==> config.mk <==
export PLATFORM = sky130hd
export DESIGN_NAME = alu_cmd_scheduler
export DESIGN_NICKNAME = d
export VERILOG_FILES = /design/src/rtl/alu_cmd_scheduler.sv
export SDC_FILE = /design/constraint.sdc
export NUM_CORES = 1
export LEC_CHECK = 0
export CORE_MARGIN = 2
export CORE_UTILIZATION = 43
export DETAILED_ROUTE_END_ITERATION = 8
export DONT_BUFFER_PORTS = 1
export PLACE_DENSITY = 0.63
export SLEW_MARGIN = 20
export SYNTH_ARGS = -nofsm -noshare
export SYNTH_HDL_FRONTEND = slang
export SYNTH_SLANG_ARGS = --single-unit
==> constraint.sdc <==
create_clock -name clk -period 3.1 [get_ports clk]
set_input_delay 0.31 -clock clk [delete_from_list [all_inputs] [get_ports clk]]
set_output_delay 0.31 -clock clk [all_outputs]
set_load 0.1 [all_outputs]
==> src/rtl/alu_cmd_scheduler.sv <==
// alu_cmd_scheduler: command FIFO and single-outstanding issue stage feeding the ALU.
module alu_cmd_scheduler #(
   parameter int DATA_WIDTH = 8,
   parameter int OP_WIDTH   = 4,
   parameter int MOVI_WIDTH = 2,
   parameter int FIFO_DEPTH = 4,
   parameter int CNT_WIDTH  = 16
) (
   input  logic                  clk,
   input  logic                  rst_n,
   input  logic                  in_vld,
   output logic                  in_rdy,
   input  logic [OP_WIDTH-1:0]   in_op,
   input  logic [MOVI_WIDTH-1:0] in_movi,
   input  logic [DATA_WIDTH-1:0] in_reg_a,
   input  logic [DATA_WIDTH-1:0] in_mem,
   input  logic [DATA_WIDTH-1:0] in_imm,
   input  logic                  alu_rdy,
   input  logic                  ex_alu_vld,
   output logic                  act,
   output logic [OP_WIDTH-1:0]   op,
   output logic [MOVI_WIDTH-1:0] movi,
   output logic [DATA_WIDTH-1:0] reg_a,
   output logic [DATA_WIDTH-1:0] mem,
   output logic [DATA_WIDTH-1:0] imm,
   output logic                  busy,
   output logic [CNT_WIDTH-1:0]  issued_cnt,
   output logic                  err
);
   localparam int AW = $clog2(FIFO_DEPTH);
   localparam int CW = OP_WIDTH + MOVI_WIDTH + 3 * DATA_WIDTH;
   localparam logic [AW:0] FULL = (AW + 1)'(FIFO_DEPTH);

   typedef enum logic {S_IDLE, S_WAIT} state_t;

   state_t        state, state_nx;
   logic [CW-1:0] fifo [FIFO_DEPTH];
   logic [AW-1:0] rd_ptr, wr_ptr;
   logic [AW:0]   count;
   logic          push, pop;

   // Ready comes from the registered count alone, so a pop never frees a slot in the same cycle.
   assign in_rdy = count < FULL;
   assign push   = in_vld & in_rdy;
   assign busy   = state == S_WAIT;

   always_ff @(posedge clk or negedge rst_n)
      if (!rst_n) state <= S_IDLE;
      else state <= state_nx;

   always_comb begin
      pop      = (state == S_IDLE) && (count != '0) && alu_rdy;
      state_nx = (state == S_IDLE) ? (pop ? S_WAIT : S_IDLE) : (ex_alu_vld ? S_IDLE : S_WAIT);
   end

   always_ff @(posedge clk)
      if (push) fifo[wr_ptr] <= {in_op, in_movi, in_reg_a, in_mem, in_imm};

   always_ff @(posedge clk or negedge rst_n)
      if (!rst_n) begin
         rd_ptr     <= '0;
         wr_ptr     <= '0;
         count      <= '0;
         act        <= 1'b0;
         op         <= '0;
         movi       <= '0;
         reg_a      <= '0;
         mem        <= '0;
         imm        <= '0;
         issued_cnt <= '0;
         err        <= 1'b0;
      end else begin
         wr_ptr     <= wr_ptr + AW'(push);
         rd_ptr     <= rd_ptr + AW'(pop);
         count      <= count + (AW + 1)'(push) - (AW + 1)'(pop);
         act        <= pop;
         issued_cnt <= issued_cnt + CNT_WIDTH'(pop);
         err        <= err | (ex_alu_vld & (state == S_IDLE));
         if (pop) {op, movi, reg_a, mem, imm} <= fifo[rd_ptr];
      end
endmodule

# --- Word-level counts from Yosys, hierarchy flattened ---
# Memory sizes are Yosys's and may differ from the RTL's. A register that Yosys moved wholly into a read port is not among the register bits.
# Index checks and enable logic that the tools add are counted.
word_totals:
  reg_bits: 26
  latch_bits: 0
  ram_bits: 120
  mem_bits_ro: 0
  word_cells: 27
  mem_count: 1
op_classes:
  add_sub_neg: 5
  mul: 0
  div: 0
  order_cmp: 1
  n_eq_ne: 0
  shift: 0
  mux: 5
  n_bitwise: 4
  n_reduce_logical: 4
mem_list:
  columns: ["memory", "words", "width", "rd", "rd_clocked_by_memory_dff", "wr", "line_no", "source"]
  rows:
  - ["fifo", 4, 30, 1, 1, 1, "37", "logic [CW-1:0] fifo [FIFO_DEPTH];"]
ops:
  columns: ["cell", "n"]
  rows:
  - ["16-bit by 1-bit adder with 16-bit output", 1]
  - ["1-bit 2-to-1 mux", 5]
  - ["2-bit by 1-bit adder with 2-bit output", 2]
  - ["3-bit by 1-bit adder with 3-bit output", 1]
  - ["3-bit < comparator (second input constant)", 1]
  - ["3-bit nonzero test", 1]
  - ["3-bit by 1-bit subtractor with 3-bit output", 1]
  - ["1-bit AND", 2]
  - ["1-bit logical AND", 2]
  - ["1-bit logical NOT", 1]
  - ["1-bit inverter", 1]
  - ["1-bit OR", 1]

# --- Logic depth before layout (Yosys ltp) ---
# Gate-level depths: netlist (run 1).
logic_depth:
  ltp_word: 5
  mapped_depth: 9
  depth_no_buf: 8

# --- Worst setup path before layout (run 1) ---
# Ideal clock, no wire load.
synth_timing:
  path_type: "register to register"
  startpoint: "register count[2]"
  endpoint: "memory fifo[1][0] (netlist name) (enable)"
  arrival_time_ns: 3.547
  required_time_ns: 2.639
  path_slack_ns: -0.908
  stages_incl_launch_ff: 4
  n_path_buf: 0
  path_cell_list: "dfrtp_1 -> inv_1 -> nand2_1 -> nor3b_1"
synth_between:
  elab_chain_cells: 4
synth_rtl:
  columns: ["element", "line_no", "source"]
  rows:
  - ["start, declared", "39", "logic [AW:0] count;"]
  - ["start signal, assigned", "75", "count <= count + (AW + 1)'(push) - (AW + 1)'(pop);"]
  - ["3-bit < comparator", "43", "assign in_rdy = count < FULL;"]
  - ["named net in_rdy", "12", "output logic in_rdy,"]
  - ["1-bit AND", "44", "assign push = in_vld & in_rdy;"]
  - ["1-bit 2-to-1 mux", "57", "if (push) fifo[wr_ptr] <= {in_op, in_movi, in_reg_a, in_mem, in_imm};"]
  - ["1-bit 2-to-1 mux (not written as such)", "57", null]
  - ["end, declared", "37", null]
# The timed path passes the listed nets, and every way through them passes these cells.

# --- Worst setup path in the final report (run 1) ---
layout_timing:
  startpoint: "register count[1]"
  endpoint: "register issued_cnt[14]"
layout_between:
  elab_chain_cells: 4
layout_rtl:
  columns: ["element", "line_no", "source"]
  rows:
  - ["3-bit nonzero test", "52", "pop = (state == S_IDLE) && (count != '0) && alu_rdy;"]
  - ["1-bit logical AND (2 in a row)", "52", null]
  - ["16-bit by 1-bit adder with 16-bit output", "77", "issued_cnt <= issued_cnt + CNT_WIDTH'(pop);"]
  - ["end signal, assigned", "77", null]
  - ["end, declared", "27", "output logic [CNT_WIDTH-1:0] issued_cnt,"]
# No other way between the ends.

==> results.sh, run 1 <==
export IMPL_maxSlewHeadroom_pct=35.88
export IMPL_fin_skew_ns=0.005587
export IMPL_critPathMostFrequentCell="ha_1"
export IMPL_grt_usage_pct=15.50
export IMPL_pre_cts_slack_ns=0.8775
export IMPL_viasPerCell=5.259
export IMPL_place_congestion=0.7520
export IMPL_yosysWarnings=0
export IMPL_synthesis_instances=311
export IMPL_root_buffer="clkbuf_16"
export IMPL_worstSetupPathType="reg -> reg"
export IMPL_drt_iter0_markers=137
export IMPL_placement_io_buffers=0
export IMPL_drtAntennaViolNets=0
export IMPL_syn_to_final_growth_pct=19.93
export IMPL_dp_final_hpwl_um=6946
export IMPL_cp_required_ns=3.39
export IMPL_cp_arrival_ns=2.52
export IMPL_synth_area_top_cells="edfxtp_1, dfrtp_1, mux4_2"
export IMPL_antenna_cells=0
export IMPL_vias=3050
export IMPL_fin_ws_ns=0.8747
export IMPL_dieArea_um2=16620
export IMPL_start_util_pct=44.15
export IMPL_chipHeight_um=128.9
export IMPL_clock_sinks=176
export IMPL_timing_final_hold_violations=0
export IMPL_drtPass1Iterations=6
export IMPL_synth_edf_count=120
export IMPL_clk_latency_ns=0.42
export IMPL_first_global_vias=3255
export IMPL_drt_total_wl_um=11740
export IMPL_reg2reg_depth=8
export IMPL_h_tree_depth=4
export IMPL_wl_per_cell_um=20.24
export IMPL_grt_max_degree=57
export IMPL_endpoint_kind="flop"
export IMPL_cp_slowest_cell="dfrtp_1"
export IMPL_path_clk_slew_ns=0.06
export IMPL_r2r_setup_slack_ns=0.87
export IMPL_io_pins=85
export IMPL_yosys_register_bits=176
export IMPL_synthTopCellsByCount="edfxtp_1, dfrtp_1, mux2_4, mux4_2, xnor2_1"
export IMPL_cts_buffers=17
export IMPL_rows=45
export IMPL_hp_class="in -> reg"
export IMPL_antenna_found_initial=0
export IMPL_die_x_um=128.9
export IMPL_slowest_delay_ns=0.40
export IMPL_synthFlopType="edfxtp_1"
export IMPL_final_layout_size_suffix_gt1_share_pct=31.12
export IMPL_maxCapViolCount=0
export IMPL_synth_cell_type_count=27
export IMPL_period_needed_ns=2.225
export IMPL_synthMostInstantiatedCell="edfxtp_1"
export IMPL_cts_tree="built"
export IMPL_grt_overflow_total=0
export IMPL_status="completed"
export IMPL_postSynthAreaPerCell_um2=21.58
export IMPL_synth_top_area_share_pct=53.69
export IMPL_synth_seq_area_share_pct=74.57
export IMPL_whs_path_depth=2
export IMPL_syn_nets=354
export IMPL_netlist_area_um2=6711
export IMPL_crit_chain="nor3_2, nor3b_4, buf_4, ha_1, ha_1, and4_1, nand4bb_1, xnor2_1"
export IMPL_setup_viol=0
export IMPL_critPathLaunchType="flop"
export IMPL_final_max_slew_violation_count=0
export IMPL_period_share_pct=71.78
export IMPL_synth_top_area_cell="edfxtp_1"
export IMPL_grt_first_pass_wirelength_um=18530
export IMPL_ctsResizeCount=0
export IMPL_remaining_drc_errors=0
export IMPL_path_max_fanout=16
export IMPL_tightest_slew_ns=0.9618
export IMPL_fin_tns_setup_ns=0
export IMPL_fmax_ghz=0.4494
export IMPL_async_flop_share_pct=31.82
export IMPL_cts_buffer_depth=2
export IMPL_design_core_area_um2=15200
export IMPL_rsz0062_at_grt="false"
export IMPL_fin_nets=422
[layer usage]
layer / track usage [%] / vias up / share of wire [%]
met5: 0 / - / 0
met4: 6.714 / 0 / 1.7
met3: 4.948 / 17 / 4.5
met2: 24.99 / 63 / 50
met1: 19.45 / 1605 / 44
li1: - / 1365 / -
[final timing paths]
check / from / end
worst min register to register: count[0]$_DFF_PN0_ / count[0]$_DFF_PN0_
max in group asynchronous: rst_n / rd_ptr[1]$_DFF_PN0_
worst max register to register: count[1]$_DFF_PN0_ / issued_cnt[14]$_DFF_PN0_
worst min-delay path: ex_alu_vld / err$_DFF_PN0_
worst max-delay path: count[1]$_DFF_PN0_ / issued_cnt[14]$_DFF_PN0_
min in group asynchronous: rst_n / imm[3]$_DFFE_PN0P_
[per-stage QoR]
| stage | area (um2) | utilization [%] | cells | hold slack, ns |
|---|---|---|---|---|
| 6_report | 8049 | 52.95 | 580 | 0.04077 |
| 5_1_grt | 8049 | 52.95 | 580 | 0.04310 |
| 4_1_cts | 8049 | 52.95 | 580 | 0.02207 |
| 3_5_place_dp | 7108 | 46.76 | 516 | 0.01657 |
| 3_3_place_gp | 7108 | 46.76 | 516 | 0.01660 |
| 2_1_floorplan | 6724 | - | 311 | 0.01441 |
[worst max-delay path: cells and delay by family (launching register included)]
family | cells | cell delay, ns
xor gates and xnor gates | 1 | 0.15
buffers and inverters | 1 | 0.34
DFF | 1 | 0.40
and+or+nand+nor | 4 | 0.73
adders and majority gates | 2 | 0.48
[repair_timing]
action / in CTS / in global routing
setup buffers: 0 / 0
hold buffers: 32 / 0
hold endpoints to repair: 176 / 0
[cell families (layout without fill, tap and decap cells)]
| family | count (synthesis) | count (layout) | synth area share [%] |
|---|---|---|---|
| buffers and inverters | 16 | 97 | 1.584 |
| xor gates and xnor gates | 18 | 18 | 2.349 |
| AOI/OAI and AO/OA | 2 | 2 | 0.2238 |
| and+or+nand+nor | 31 | 31 | 2.890 |
| DFF | 176 | 176 | 74.57 |
| muxes | 60 | 60 | 16.78 |
| adders and majority gates | 8 | 8 | 1.603 |
[layout make-up]
type | count | area (um2)
fill | 1208 | 7153
multi-input combinational | 119 | 1632
tap | 188 | 235.2
timing repair buffer | 58 | 545.5
sequential | 176 | 5007
clock buffer | 19 | 432.9
clock inverter | 13 | 170.2
inverter | 7 | 26.28
[registers in the layout, indices dropped and copies added (netlist names)]
signal	flops
act	1
busy	1
count	3
err	1
fifo	120
imm	8
issued_cnt	16
mem	8
movi	2
op	4
rd_ptr	2
reg_a	8
wr_ptr	2
[layout by cell type, fill, tap and decap left out, drive strengths merged]
cell type	count
edfxtp	120
dfrtp	56
dlygate4sd3	31
mux4	30
mux2	30
buf	27
clkbuf	19
xnor2	10
xor2	8
inv	7
ha	7
clkinv	7
nand4	6
nand3	5
nand2	4
bufinv	4
nor3	4
nor2	3
nor4	2
and4	2
nor3b	2
clkinvlp	2
and3	2
nand4bb	1
a21o	1
o21bai	1
fa	1
Power of run 1 is left out: the tool's default activity adds up to more than one toggle a clock period on the data nets, which glitch-free logic cannot reach.
==> run 2: changes to the inputs <==
- PLACE_DENSITY: 0.63 -> 0.61
- clock period: 3.1 -> 2.05 ns (I/O delays scaled with it)
==> run 2 against run 1 <==
Against the previous run: sequential cell count stayed put; worst hold slack better by 0.077 ns; die area unchanged; critical path depth unchanged; sequential share of layout area fell by 3.3 points; global-route usage grew 0.13 points; count of clock-buffer cells in the layout increased by 3; cell area up 5.7%; clock skew increased by 0.0039 ns; worst setup slack worse by 0.79 ns; register-to-register slack lost 0.79 ns.
==> results.sh, run 2 (synthesis results as in run 1) <==
export IMPL_clk_latency_ns=0.42
export IMPL_grt_overflow_total=0
export IMPL_fin_cells=621
export IMPL_final_cell_mix="edfxtp_1, buf_4, dfrtp_1"
export IMPL_grt_usage_pct=15.63
export IMPL_rsz0062_at_grt="false"
export IMPL_path_clk_slew_ns=0.06
export IMPL_n_fill_cell=1156
export IMPL_path_max_fanout=3
export IMPL_worstSetupPathType="reg -> reg"
export IMPL_syn_to_final_growth_pct=26.79
export IMPL_fin_skew_ns=0.009437
export IMPL_grt_max_degree=57
export IMPL_placement_io_buffers=0
export IMPL_clock_sinks=176
export IMPL_rows=45
export IMPL_postCtsSetupRepairBufs=0
export IMPL_drtAntennaViolNets=0
export IMPL_final_max_slew_violation_count=0
export IMPL_period_share_pct=95.92
export IMPL_dp_final_hpwl_um=7406
export IMPL_antenna_found_initial=0
export IMPL_endpoint_kind="flop"
export IMPL_cts_tree="built"
export IMPL_chipHeight_um=128.9
export IMPL_fmax_ghz=0.5085
export IMPL_first_global_vias=3391
export IMPL_remaining_drc_errors=0
export IMPL_maxCapViolCount=0
export IMPL_cts_buffer_depth=2
export IMPL_io_pins=85
export IMPL_critPathLaunchType="flop"
export IMPL_dp_cells=556
export IMPL_status="completed"
export IMPL_drt_total_wl_um=11900
export IMPL_cp_arrival_ns=2.25
export IMPL_fin_tns_setup_ns=0
export IMPL_period_needed_ns=1.966
export IMPL_dieArea_um2=16620
export IMPL_design_core_area_um2=15200
export IMPL_maxSlewHeadroom_pct=79.51
export IMPL_viasPerCell=5.200
export IMPL_setup_viol=0
export IMPL_final_layout_size_suffix_gt1_share_pct=41.34
export IMPL_start_util_pct=44.15
export IMPL_finalHoldWorstSlack_ns=0.1181
export IMPL_timing_final_hold_violations=0
export IMPL_die_x_um=128.9
export IMPL_regMostFlops="fifo"
export IMPL_fin_nets=463
export IMPL_grt_first_pass_wirelength_um=18900
export IMPL_drt_iter0_markers=137
export IMPL_biggestRegsByFlops="fifo (120), issued_cnt (16)"
export IMPL_drtPass1Iterations=4
export IMPL_tightest_slew_ns=0.3073
export IMPL_wl_per_cell_um=19.17
export IMPL_root_buffer="clkbuf_16"
export IMPL_antenna_cells=0
export IMPL_place_congestion=0.7907
export IMPL_cp_required_ns=2.34
export IMPL_final_common_cell="edfxtp_1"
export IMPL_cts_buffers=17
export IMPL_h_tree_depth=4
export IMPL_hp_class="in -> reg"
export IMPL_largest_reg_flops=120
export IMPL_vias=3229
[run 2: cell types whose count changed in the layout (fill, tap and decap cells not counted), moves of 2 or more]
| cell | previous run | this run |
|---|---|---|
| buf_4 | 25 | 59 |
| buf_12 | 1 | 6 |
| ha_1 | 7 | 3 |
| ha_4 | 0 | 4 |
| clkbuf_8 | 0 | 3 |
| bufinv_16 | 4 | 2 |
| inv_1 | 7 | 5 |
| nand2_1 | 4 | 2 |
| nand3_1 | 5 | 3 |
| nand3_2 | 0 | 2 |
| nor4_1 | 2 | 0 |
| nor4_2 | 0 | 2 |
[run 2: critical path, cell delays in order (launching register included)]
cell     delay, ns
dfrtp_1       0.42
nor3_2        0.26
nor3b_4       0.09
ha_4          0.27
inv_2         0.04
ha_4          0.14
fa_2          0.35
xnor2_2       0.15
xnor2_1       0.13
[run 2: per-stage QoR]
stage          cell area, um2  utilization (%)  setup WS [ns]
3_5_place_dp             7567            49.78        0.05707
6_report                 8509            55.98        0.08359
5_1_grt                  8509            55.98        0.02031
2_1_floorplan            6839                -        -0.2079
4_1_cts                  8499            55.91        0.06421
3_3_place_gp             7567            49.78         0.1427
[run 2: final timing paths]
kind,to,cells past startpoint,start,slack (ns)
max,count[2]$_DFF_PN0_,8,count[2]$_DFF_PN0_,0.08
min,wr_ptr[0]$_DFF_PN0_,3,in_vld,0.12
max reg2reg,count[2]$_DFF_PN0_,8,count[2]$_DFF_PN0_,0.08
min reg2reg,issued_cnt[15]$_DFF_PN0_,1,issued_cnt[15]$_DFF_PN0_,0.48
max in group asynchronous,busy$_DFF_PN0_,2,rst_n,1.40
min in group asynchronous,imm[7]$_DFFE_PN0P_,2,rst_n,0.36
[run 2: timing repair]
item	CTS	global route
hold buffers	33	0
resized for setup	0	2
endpoints found under the hold margin	178	0
endpoints found under the setup margin	0	3
[run 2: cell type report]
type | count | area [um2] | share of cell area, %
Inverter | 7 | 30.03 | 0.3529
Sequential cell | 176 | 5011 | 58.89
Clock inverter | 10 | 110.1 | 1.294
Tap cell | 188 | 235.2 | 2.764
Clock buffer | 22 | 474.2 | 5.573
Timing Repair Buffer | 99 | 922.1 | 10.84
Multi-Input combinational cell | 119 | 1727 | 20.29
[run 2: metal layers]
| metal | GRT usage [%] | share of wire [%] | vias up |
|---|---|---|---|
| met1 | 20.01 | 43 | 1681 |
| li1 | - | - | 1444 |
| met3 | 5.073 | 5.9 | 12 |
| met4 | 5.179 | 1.1 | 0 |
| met5 | 0 | 0 | - |
| met2 | 25.49 | 50 | 92 |
Power of run 2 is left out for the same reason.
==> patch (settings of run 2) <==
`MOVI_WIDTH`: 2 -> 4.
--- a/src/rtl/alu_cmd_scheduler.sv
+++ b/src/rtl/alu_cmd_scheduler.sv
@@ -2,7 +2,7 @@
 module alu_cmd_scheduler #(
    parameter int DATA_WIDTH = 8,
    parameter int OP_WIDTH   = 4,
-   parameter int MOVI_WIDTH = 2,
+   parameter int MOVI_WIDTH = 4,
    parameter int FIFO_DEPTH = 4,
    parameter int CNT_WIDTH  = 16
 ) (
Interface: changed (resized in_movi and movi); port bits go from 85 to 89. The function was not compared with the original's and may differ.
==> patch against run 2 <==
  * Setup slack improved by 0.031 ns
  * Critical endpoint unchanged
  * Routed wire length increased by 6.8%
  * Sequential cell count is 10 higher
  * Via count up 4.1%
  * Synthesized area up 6.1%
  * Design area is 5.9% higher
  * Count of clock-buffer cells in the layout unchanged
  * Clock skew is 0.0044 ns lower
  * Synthesized cell count grew 5.1%
  * Critical path depth is the same
Power is not shown: default switching activity piles up to over one toggle a cycle in this logic, so the estimate is an artifact.
==> patch: results (changes against run 2) <==
\begin{tabular}{lr}
\hline
Metric & Value \\
\hline
\multicolumn{2}{l}{\textbf{Logic synthesis}} \\
\quad Most common library cells after synthesis & 128 x sky130\_fd\_sc\_hd\_\_edfxtp\_1, 58 x sky130\_fd\_sc\_hd\_\_dfrtp\_1, 30 x sky130\_fd\_sc\_hd\_\_mux2\_4, 30 x sky130\_fd\_sc\_hd\_\_mux4\_2, 10 x sky130\_fd\_sc\_hd\_\_xnor2\_1 \\
\quad Compound-gate portion of the synthesized area & 0.2109\% (-0.013 points) \\
\quad EDFF count, synth & 128 (+6.7\%) \\
\quad Fraction of the yosys area taken by sequential cells & 74.38\% (-0.20 points) \\
\quad Number of unique standard cell types used by synthesis & 29 (+7.4\%) \\
\quad Top cells by area in the synthesized netlist & sky130\_fd\_sc\_hd\_\_edfxtp\_1 54\%, sky130\_fd\_sc\_hd\_\_dfrtp\_1 20\%, sky130\_fd\_sc\_hd\_\_mux4\_2 9.5\%, sky130\_fd\_sc\_hd\_\_mux2\_4 6.3\%, sky130\_fd\_sc\_hd\_\_ha\_1 1.2\% \\
\quad Post-Syn Area per Cell & 21.77 um2 (+0.89\%) \\
\quad Synthesized Nets & 372 (+5.1\%) \\
\multicolumn{2}{l}{\textbf{Global route}} \\
\quad Global router's overall resource usage & 15.70\% (+0.069 points) \\
\quad Met2 track demand over resource in global routing & 27.40\% (+1.9 points) \\
\quad Largest net degree at the start of global routing & 59 (+3.5\%) \\
\quad Number of global-route vias before repair & 3705 (+9.3\%) \\
\quad Wire length of the first global-routing pass & 20.32 mm (+7.5\%) \\
\quad Met1 Track Usage GR & 18.15\% (-1.9 points) \\
\multicolumn{2}{l}{\textbf{Drt}} \\
\quad Post-detailed-route wirelength per cell & 18.82 um (-1.8\%) \\
\quad Starting DRC count in detailed routing & 148 (+8.0\%) \\
\quad DR vias/cell & 4.970 (-4.4\%) \\
\multicolumn{2}{l}{\textbf{Place}} \\
\quad Routability Congestion & 0.7516 (-4.9\%) \\
\quad Half-perimeter wire length of the detailed placement result & 7.989 mm (+7.9\%) \\
\multicolumn{2}{l}{\textbf{Final layout}} \\
\quad Top flop regs & fifo x128, issued\_cnt x16 \\
\quad Number of nets in the final layout & 489 (+5.6\%) \\
\quad Number of non-filler instances in the completed layout & 676 (+8.9\%) \\
\multicolumn{2}{l}{\textbf{Critical path}} \\
\quad Worst path arrival time & 2.22 ns (-0.03 ns) \\
\multicolumn{2}{l}{\textbf{Timing}} \\
\quad Setup skew after layout & 0.005018 ns (-0.004419 ns) \\
\multicolumn{2}{l}{\textbf{Run status}} \\
\quad Status & completed \\
\hline
\end{tabular}
==> patch: path summary, 6_finish.rpt <==
check	to	slack, ns	depth (start not counted)
max	count[2]$_DFF_PN0_	0.11	8
min	wr_ptr[0]$_DFF_PN0_	0.17	3
max reg2reg	count[2]$_DFF_PN0_	0.11	8
min reg2reg	err$_DFF_PN0_	0.48	1
max in group asynchronous	busy$_DFF_PN0_	1.41	2
min in group asynchronous	issued_cnt[3]$_DFF_PN0_	0.37	2
==> patch: cell type report <==
type	count	area (um2)
fill	1296	7400
inverter	7	30.03
timing repair buffer	109	1002
multi-input combinational	123	1802
clock buffer	22	444.2
sequential	186	5301
clock inverter	9	152.6
tap	220	275.3
==> patch: per-stage QoR <==
step	area, um2	util [%]	setup slack, ns
4_1_cts	8964	54.63	0.04916
3_3_place_gp	7990	48.70	0.06730
2_1_floorplan	7247	-	-0.2495
3_5_place_dp	7990	48.70	-0.01715
6_report	9007	54.90	0.1149
5_1_grt	9007	54.90	0.01725
==> patch: timing repair <==
action	CTS	global route
setup endpoints to repair	2	3
hold endpoints to repair	188	0
hold buffers	35	0
cloned	0	0
gates resized for setup	2	1
buffers inserted	0	5
==> patch: worst register-to-register path, delay by kind of cell, from the launching register on <==
family / cells / cell delay (ns)
fa+ha+maj: 3 / 0.77
flops: 1 / 0.43
simple gates: 2 / 0.31
xor+xnor: 2 / 0.26
buf+inv: 1 / 0.04
==> patch: metal layers <==
layer	part of all wire (%)	up-vias	routed length, um
li1	-	1524	-
met1	41	1741	5153
met2	53	77	6779
met3	4.4	18	564
met4	1.7	0	222
met5	0	-	0
